`src/rtl/chan_clk_sched.sv`:
```
// POKEY audio channel clock scheduler: base-clock prescalers, per-channel clock
// selection and the four AUDF divide-down counters with 16-bit joining.
module chan_pair (
  input  logic       clk,
  input  logic       rstn,
  input  logic       enn,
  input  logic       stimer_i,
  input  logic       base_i,
  input  logic       fast_i,
  input  logic       join_i,
  input  logic [7:0] audf_lo_i,
  input  logic [7:0] audf_hi_i,
  output logic [1:0] tick_o
);
  logic [7:0]  lo_q, lo_d, hi_q, hi_d;
  logic [2:0]  dly_q, dly_d, dly_eff, dly_rl;
  logic [1:0]  tick_q, tick_d;
  logic [15:0] cnt16;
  logic        ev_lo, ev_hi;

  assign ev_lo   = fast_i | base_i;
  assign ev_hi   = join_i ? ev_lo : base_i;
  // The start-up offset only exists while the fast clock drives the low channel.
  assign dly_eff = fast_i ? dly_q : 3'd0;
  assign dly_rl  = fast_i ? (join_i ? 3'd6 : 3'd3) : 3'd0;
  assign cnt16   = {hi_q, lo_q};

  always_comb begin
    lo_d   = lo_q;
    hi_d   = hi_q;
    dly_d  = dly_eff;
    tick_d = '0;
    if (stimer_i) begin
      lo_d  = audf_lo_i;
      hi_d  = audf_hi_i;
      dly_d = dly_rl;
    end else if (join_i) begin
      if (ev_lo) begin
        if (dly_eff != 3'd0) dly_d = dly_eff - 3'd1;
        else if (cnt16 == 16'd0) begin
          tick_d[1] = 1'b1;
          lo_d      = audf_lo_i;
          hi_d      = audf_hi_i;
          dly_d     = dly_rl;
        end else {hi_d, lo_d} = cnt16 - 16'd1;
      end
    end else begin
      if (ev_lo) begin
        if (dly_eff != 3'd0) dly_d = dly_eff - 3'd1;
        else if (lo_q == 8'd0) begin
          tick_d[0] = 1'b1;
          lo_d      = audf_lo_i;
          dly_d     = dly_rl;
        end else lo_d = lo_q - 8'd1;
      end
      if (ev_hi) begin
        if (hi_q == 8'd0) begin
          tick_d[1] = 1'b1;
          hi_d      = audf_hi_i;
        end else hi_d = hi_q - 8'd1;
      end
    end
  end

  always_ff @(negedge clk or negedge rstn) begin
    if (!rstn) begin
      lo_q   <= '0;
      hi_q   <= '0;
      dly_q  <= '0;
      tick_q <= '0;
    end else if (enn) begin
      lo_q   <= lo_d;
      hi_q   <= hi_d;
      dly_q  <= dly_d;
      tick_q <= tick_d;
    end
  end

  assign tick_o = tick_q;
endmodule

module chan_clk_sched #(
  parameter int DIV64 = 28,
  parameter int DIV15 = 114
) (
  input  logic       clk,
  input  logic       rstn,
  input  logic       enn,
  input  logic       sel15Khz,
  input  logic       ch4Bits16,
  input  logic       ch2Bits16,
  input  logic       enFastClk3,
  input  logic       enFastClk1,
  input  logic [7:0] audf1,
  input  logic [7:0] audf2,
  input  logic [7:0] audf3,
  input  logic [7:0] audf4,
  input  logic       stimer,
  output logic       base64k,
  output logic       base15k,
  output logic [3:0] chTick
);
  localparam int W64 = $clog2(DIV64);
  localparam int W15 = $clog2(DIV15);

  logic [W64-1:0] p64_q, p64_d;
  logic [W15-1:0] p15_q, p15_d;
  logic           b64_q, b15_q, wrap64, wrap15, base;

  assign wrap64 = (p64_q == W64'(DIV64 - 1));
  assign wrap15 = (p15_q == W15'(DIV15 - 1));
  assign p64_d  = wrap64 ? '0 : p64_q + 1'b1;
  assign p15_d  = wrap15 ? '0 : p15_q + 1'b1;

  always_ff @(negedge clk or negedge rstn) begin
    if (!rstn) begin
      p64_q <= '0;
      p15_q <= '0;
      b64_q <= 1'b0;
      b15_q <= 1'b0;
    end else if (enn) begin
      p64_q <= p64_d;
      p15_q <= p15_d;
      b64_q <= wrap64;
      b15_q <= wrap15;
    end
  end

  // Counters are clocked by the registered base pulse, one enn edge after the wrap.
  assign base    = sel15Khz ? b15_q : b64_q;
  assign base64k = b64_q;
  assign base15k = b15_q;

  logic [1:0]      fast, join_;
  logic [1:0][7:0] audf_lo, audf_hi;
  logic [1:0][1:0] tick;

  assign fast    = {enFastClk3, enFastClk1};
  assign join_   = {ch4Bits16, ch2Bits16};
  assign audf_lo = {audf3, audf1};
  assign audf_hi = {audf4, audf2};

  for (genvar g = 0; g < 2; g++) begin : g_pair
    chan_pair u_pair (
      .clk       (clk),
      .rstn      (rstn),
      .enn       (enn),
      .stimer_i  (stimer),
      .base_i    (base),
      .fast_i    (fast[g]),
      .join_i    (join_[g]),
      .audf_lo_i (audf_lo[g]),
      .audf_hi_i (audf_hi[g]),
      .tick_o    (tick[g])
    );
  end

  assign chTick = tick;
endmodule

```
`config.mk`:
```
export PLATFORM = sky130hd
export DESIGN_NAME = chan_clk_sched
export DESIGN_NICKNAME = d
export VERILOG_FILES = /design/src/rtl/chan_clk_sched.sv
export SDC_FILE = /design/constraint.sdc
export NUM_CORES = 1
export LEC_CHECK = 0
export ABC_AREA = 1
export BUFFER_PORTS_ARGS = -buffer_cell sky130_fd_sc_hd__buf_2
export CORE_MARGIN = 4
export CORE_UTILIZATION = 45
export CTS_CLUSTER_DIAMETER = 100
export DETAILED_ROUTE_END_ITERATION = 12
export GPL_TIMING_DRIVEN = 0
export HOLD_SLACK_MARGIN = 0.05
export PLACE_DENSITY = 0.68
export SYNTH_ARGS = -nofsm -noshare
export SYNTH_HDL_FRONTEND = slang
export SYNTH_SLANG_ARGS = --single-unit
export TNS_END_PERCENT = 100
```
`constraint.sdc`:
```
create_clock -name clk -period 2.6 [get_ports clk]
set_clock_uncertainty 0.15 [all_clocks]
set_input_delay 0 -clock clk [delete_from_list [all_inputs] [get_ports clk]]
set_output_delay 0 -clock clk [all_outputs]
set_load 0.005 [all_outputs]
```
## Word level (Yosys, flattened, before mapping)

Index checks and enable logic that the tools add are counted.
W data, S select, Z words.

- Latch bits: 0
- Bits in read-only memories: 0
- Bits in writable memories: 0
- Output and inout port bits: 6
- Memories: 0
- Register bits after elaboration: 56
- Word-level logic and storage cells: 127
- Input bits: 41

- Div/mod/pow operators: 0
- Add/subtract/negate cells: 10
- Shift-type cells: 0
- Multiplexer cells: 79
- Equality and inequality tests: 8
- Reduce and logical (&&, ||, !) cells: 16
- Bitwise operators: 2
- Magnitude comparators: 0
- Multiply operators: 0

Operators with widths:

| cell | number |
|---|---|
| $mux W8 | 30 |
| $mux W3 | 22 |
| $logic_not A16 Y1 | 2 |
| $logic_not A8 Y1 | 4 |
| $sub A16 B1 Y16 const B | 2 |
| $sub A8 B1 Y8 const B | 4 |
| $mux W1 | 23 |
| $reduce_bool A3 Y1 | 4 |
| $reduce_and A4 Y1 | 2 |
| $add A7 B1 Y7 const B | 1 |
| $eq A7 B7 Y1 const B | 1 |
| $mux W7 | 1 |
| $ne A3 B1 Y1 const B | 2 |
| $ne A3 B3 Y1 const B | 2 |
| $reduce_and A3 Y1 | 2 |
| $sub A3 B1 Y3 const B | 2 |
| $add A5 B1 Y5 const B | 1 |
| $eq A5 B5 Y1 const B | 1 |
| $mux W5 | 1 |
| $mux W2 | 2 |
| $ne A2 B2 Y1 const B | 2 |
| $reduce_bool A2 Y1 | 2 |
| $or A1 B1 Y1 | 2 |

## Depth between registers and ports, before layout

- Depth after elaboration: 7
- Depth in mapped cells: 12
- Gate-level depth less buffers: 12

## Modules after synthesis

A second synthesis with hierarchy kept.

- Cell total of the unflattened synthesis: 770
- Area total of the unflattened synthesis: 4717.0 um^2

Modules (own cells, without submodules):

| module | area an instance (um^2) | instances | seq. area each (um^2) | cells each |
|---|---|---|---|---|
| chan_pair at g_pair[1].u_pair | 1986.9 | 1 | 525.5 | 338 |
| chan_pair at g_pair[0].u_pair | 1985.7 | 1 | 525.5 | 338 |
| chan_clk_sched | 744.5 | 1 | 350.3 | 94 |

==> summary.md <==
| Metric | Value |
|---|---|
| Critical Path, Cell by Cell | `buf_2 -> nand2_2 -> ha_1 -> nand2_2 -> inv_2 -> nand2_2 -> a21oi_2 -> buf_4 -> o21ai_0` |
| Via count | `4,679` |
| Top delay family on crit path | `buffers and inverters` |
| Power, Total | `2.90 mW` |
| GRT Total Usage | `21.6%` |
| RD Place Congestion | `0.931` |
| PwrDens | `567 mW/mm^2` |
| Switching part of the total | `40.4%` |
| CTS Buf Count | `5` |
| Clock sinks | `56` |
| Vias in the first global route | `4,518` |
| # Max-Cap Violations | `0` |
| Vias/cell | `5.23` |
| Worst hold path class | `reg2reg` |
| Synthesized area | `0.00452 mm^2` |
| Switching pwr | `1.17 mW` |
| Slowest cell delay on critical path | `0.26 ns` |
| Row Count | `36` |
| Avg Inst Size Synth | `6.40 um^2` |
| Internal Power | `1.73 mW` |
| DRC Markers | `0` |
| Final Slew Violations | `0` |
| Clock root buffer | `clkbuf_8` |
| Die width | `108 um` |
| Leakage | `2.60 nW` |
| Clock network power share | `18.1%` |
| ANT nets after route | `0` |
| Reg2Reg Depth | `9` |
| CTS Buffer Depth | `2` |
| Reg2reg start | `g_pair[0].u_pair.hi_q[0]$_DFFE_NN0P_` |
| Initial antenna violation count | `0` |
| Die Area | `0.0117 mm^2` |
| Startpoint types | `input port` |
| Pin count of the biggest net entering global routing | `57` |
| Worst skew pair latency | `0.32 ns` |
| Worst VDD drop | `443 uV` |
| Wire per inst | `13.4 um` |
| Reg power frac | `44.5%` |
| Net count after synthesis | `761` |
| IO buf count | `43` |
| Crit end category | `flip-flop` |
| Gr ovfl total | `0` |
| CTS tree | `built` |
| Logic pwr share | `37.4%` |
| H-tree Lvls | `2` |
| Critical Path RT | `1.31 ns` |
| Worst-path maximum fanout | `10` |
| DR pass1 iterations | `5` |
| Detailed Route WL | `12.0 mm` |
| Placed Area | `0.00496 mm^2` |
| Fraction of layout cells with a size suffix above 1 | `14.6%` |
| Reg clk slew, reported paths | `0.07 ns` |
| Diodes inserted | `0` |
| Sequential fraction of the synthesis area | `31.0%` |
| Reg2reg setup slack | `0.43 ns` |
| Fin. Hold Viols | `0` |
| Final net count | `815` |
| Post-DP HPWL | `9.09 mm` |
| Post-Synthesis Cells | `707` |
| Setup tns final | `0 ns` |
| Slew HR | `49.8%` |
| Number of I/O pins | `47` |
| FF+latch count, synth | `56` |
| CP startpoint | `enFastClk1` |
| CP bufs+invs | `3` |
| Area of the core | `0.00977 mm^2` |
| Endpoints failing setup | `0` |
| Initial Util | `46.3%` |
| CP arrival | `1.28 ns` |
| Most common cell after layout, fill and taps aside | `nand2_1` |
| RSZ-0062 raised after global routing | `yes` |
| Most frequent cells in the layout | `195 x nand2_1, 94 x nor2_1, 83 x inv_1, 56 x nand3_1, 56 x dfrtn_1` |
| Area delta synth->final | `13.0%` |
| Status | `finished, final reports clean` |
| Height of the die | `108 um` |
| Min Hold Slack | `0.298 ns` |
| Netlist cell types | `42` |
| Drt initial violations | `298` |
| CP Depth | `9` |
| First-pass GRT wire length | `20.5 mm` |
| Crit path kind | `in2reg` |
| Synth warnings | `0` |
| Worst-margin pin slew | `0.753 ns` |
| Most Frequent Cell on Critical Path | `nand2_2` |
| Hold_buf cts | `0` |
| Cell area after layout | `0.00511 mm^2` |
| Slowest-stage cell, CP | `a21oi_2` |
| CP Capture Point | `g_pair[0].u_pair.lo_q[0]$_DFFE_NN0P_` |
| Number of fill cells in the layout | `1,012` |
| RR Endpoint | `g_pair[0].u_pair.lo_q[5]$_DFFE_NN0P_` |
through the flow:
stage,setup slack (ns),util [%],cells
2_1_floorplan,-0.121,-,707
3_3_place_gp,-0.362,50.7,883
3_5_place_dp,-0.406,50.7,883
4_1_cts,0.0186,51.9,893
5_1_grt,-0.0539,52.3,895
6_report,0.0365,52.3,895
worst reg2reg max path, stage by stage (launching register included):
cell	delay, ns
dfrtn_1	0.51
inv_1	0.12
ha_1	0.27
nand2_2	0.12
nor2_4	0.08
o21ai_2	0.23
nand2_2	0.15
buf_6	0.17
o211ai_1	0.15
nand2_1	0.07
Yosys cell counts, drive strengths merged:
library cell | number | share of area, %
buf | 13 | 2.1
nor3 | 9 | 1.0
o22a | 1 | 0.19
a22oi | 2 | 0.33
a21boi | 1 | 0.17
o22ai | 2 | 0.28
xor2 | 11 | 2.1
a21o | 1 | 0.17
nor2 | 105 | 9.6
dfrtn | 56 | 31
o2111ai | 1 | 0.19
nand3b | 3 | 0.50
ha | 13 | 3.6
clkbuf | 2 | 0.17
nor3b | 3 | 0.50
a21oi | 48 | 5.9
xnor2 | 4 | 0.77
o21bai | 2 | 0.33
o211ai | 7 | 1.2
a22o | 1 | 0.19
a31oi | 3 | 0.41
and2 | 1 | 0.14
nand3 | 57 | 6.6
o21ai | 50 | 5.7
inv | 93 | 7.7
nand2 | 211 | 18
o21a | 1 | 0.17
o31ai | 2 | 0.33
nand4 | 4 | 0.55
power by group through the flow:
| stage | Clock [mW] | Sequential [mW] | Combinational, mW |
|---|---|---|---|
| floorplan | 0 | 1.25 | 0.834 |
| global placement | 0 | 1.29 | 1.03 |
| detailed placement | 0 | 1.30 | 1.07 |
| CTS | 0.543 | 1.29 | 1.08 |
| global route | 0.575 | 1.33 | 1.26 |
| finish | 0.525 | 1.29 | 1.09 |
kinds of logic (layout without fill, tap and decap cells):
kind of cell	after synthesis	after routing	synth area share, %
simple gates	393	393	37.0
compound gates	122	122	15.5
buf+inv	108	163	9.96
flops	56	56	31.0
xor+xnor	15	15	2.90
fa+ha+maj	13	13	3.60
repair_timing:
item,in CTS,in global routing
resized for setup,4,8
pin swaps,1,1
buffers inserted,2,2
gates cloned,0,0
endpoints found under the setup margin,9,25
how the worst min path moves through the flow:
stage | cells after the start | slack (ns) | startpoint | end
floorplan | 1 | 0.27 | p15_q[0]$_DFFE_NN0P_ | p15_q[0]$_DFFE_NN0P_
global placement | 1 | 0.30 | p15_q[0]$_DFFE_NN0P_ | p15_q[0]$_DFFE_NN0P_
detailed placement | 1 | 0.30 | p64_q[4]$_DFFE_NN0P_ | p64_q[4]$_DFFE_NN0P_
CTS | 1 | 0.30 | p64_q[4]$_DFFE_NN0P_ | p64_q[4]$_DFFE_NN0P_
global route | 2 | 0.34 | g_pair[0].u_pair.tick_o[1]$_DFFE_NN0P_ | g_pair[0].u_pair.tick_o[1]$_DFFE_NN0P_
finish | 1 | 0.30 | p64_q[4]$_DFFE_NN0P_ | p64_q[4]$_DFFE_NN0P_
routing by layer:
layer,share of wire [%],GRT usage (%)
met1,46,27.6
met2,48,37.6
met3,5.5,4.06
met4,0.99,5.59
met5,0,0
final cells by class:
type,count,area [um^2],share of cell area (%)
buffer,15,118,2.30
clock buffer,7,86.3,1.69
clock inverter,1,7.51,0.147
inverter,93,357,6.98
multi-input combinational,543,2730,53.3
sequential,56,1400,27.4
tap,133,166,3.26
timing repair buffer,47,251,4.92
registers in the layout, indices dropped and copies added, names as in the netlist:
name and count:
g_pair.u_pair.hi_q 16, g_pair.u_pair.lo_q 16, p15_q 7, g_pair.u_pair.dly_q 6
p64_q 5, g_pair.u_pair.tick_o 4, base15k 1, base64k 1
Note: power is estimated with default switching activity, not from simulation.
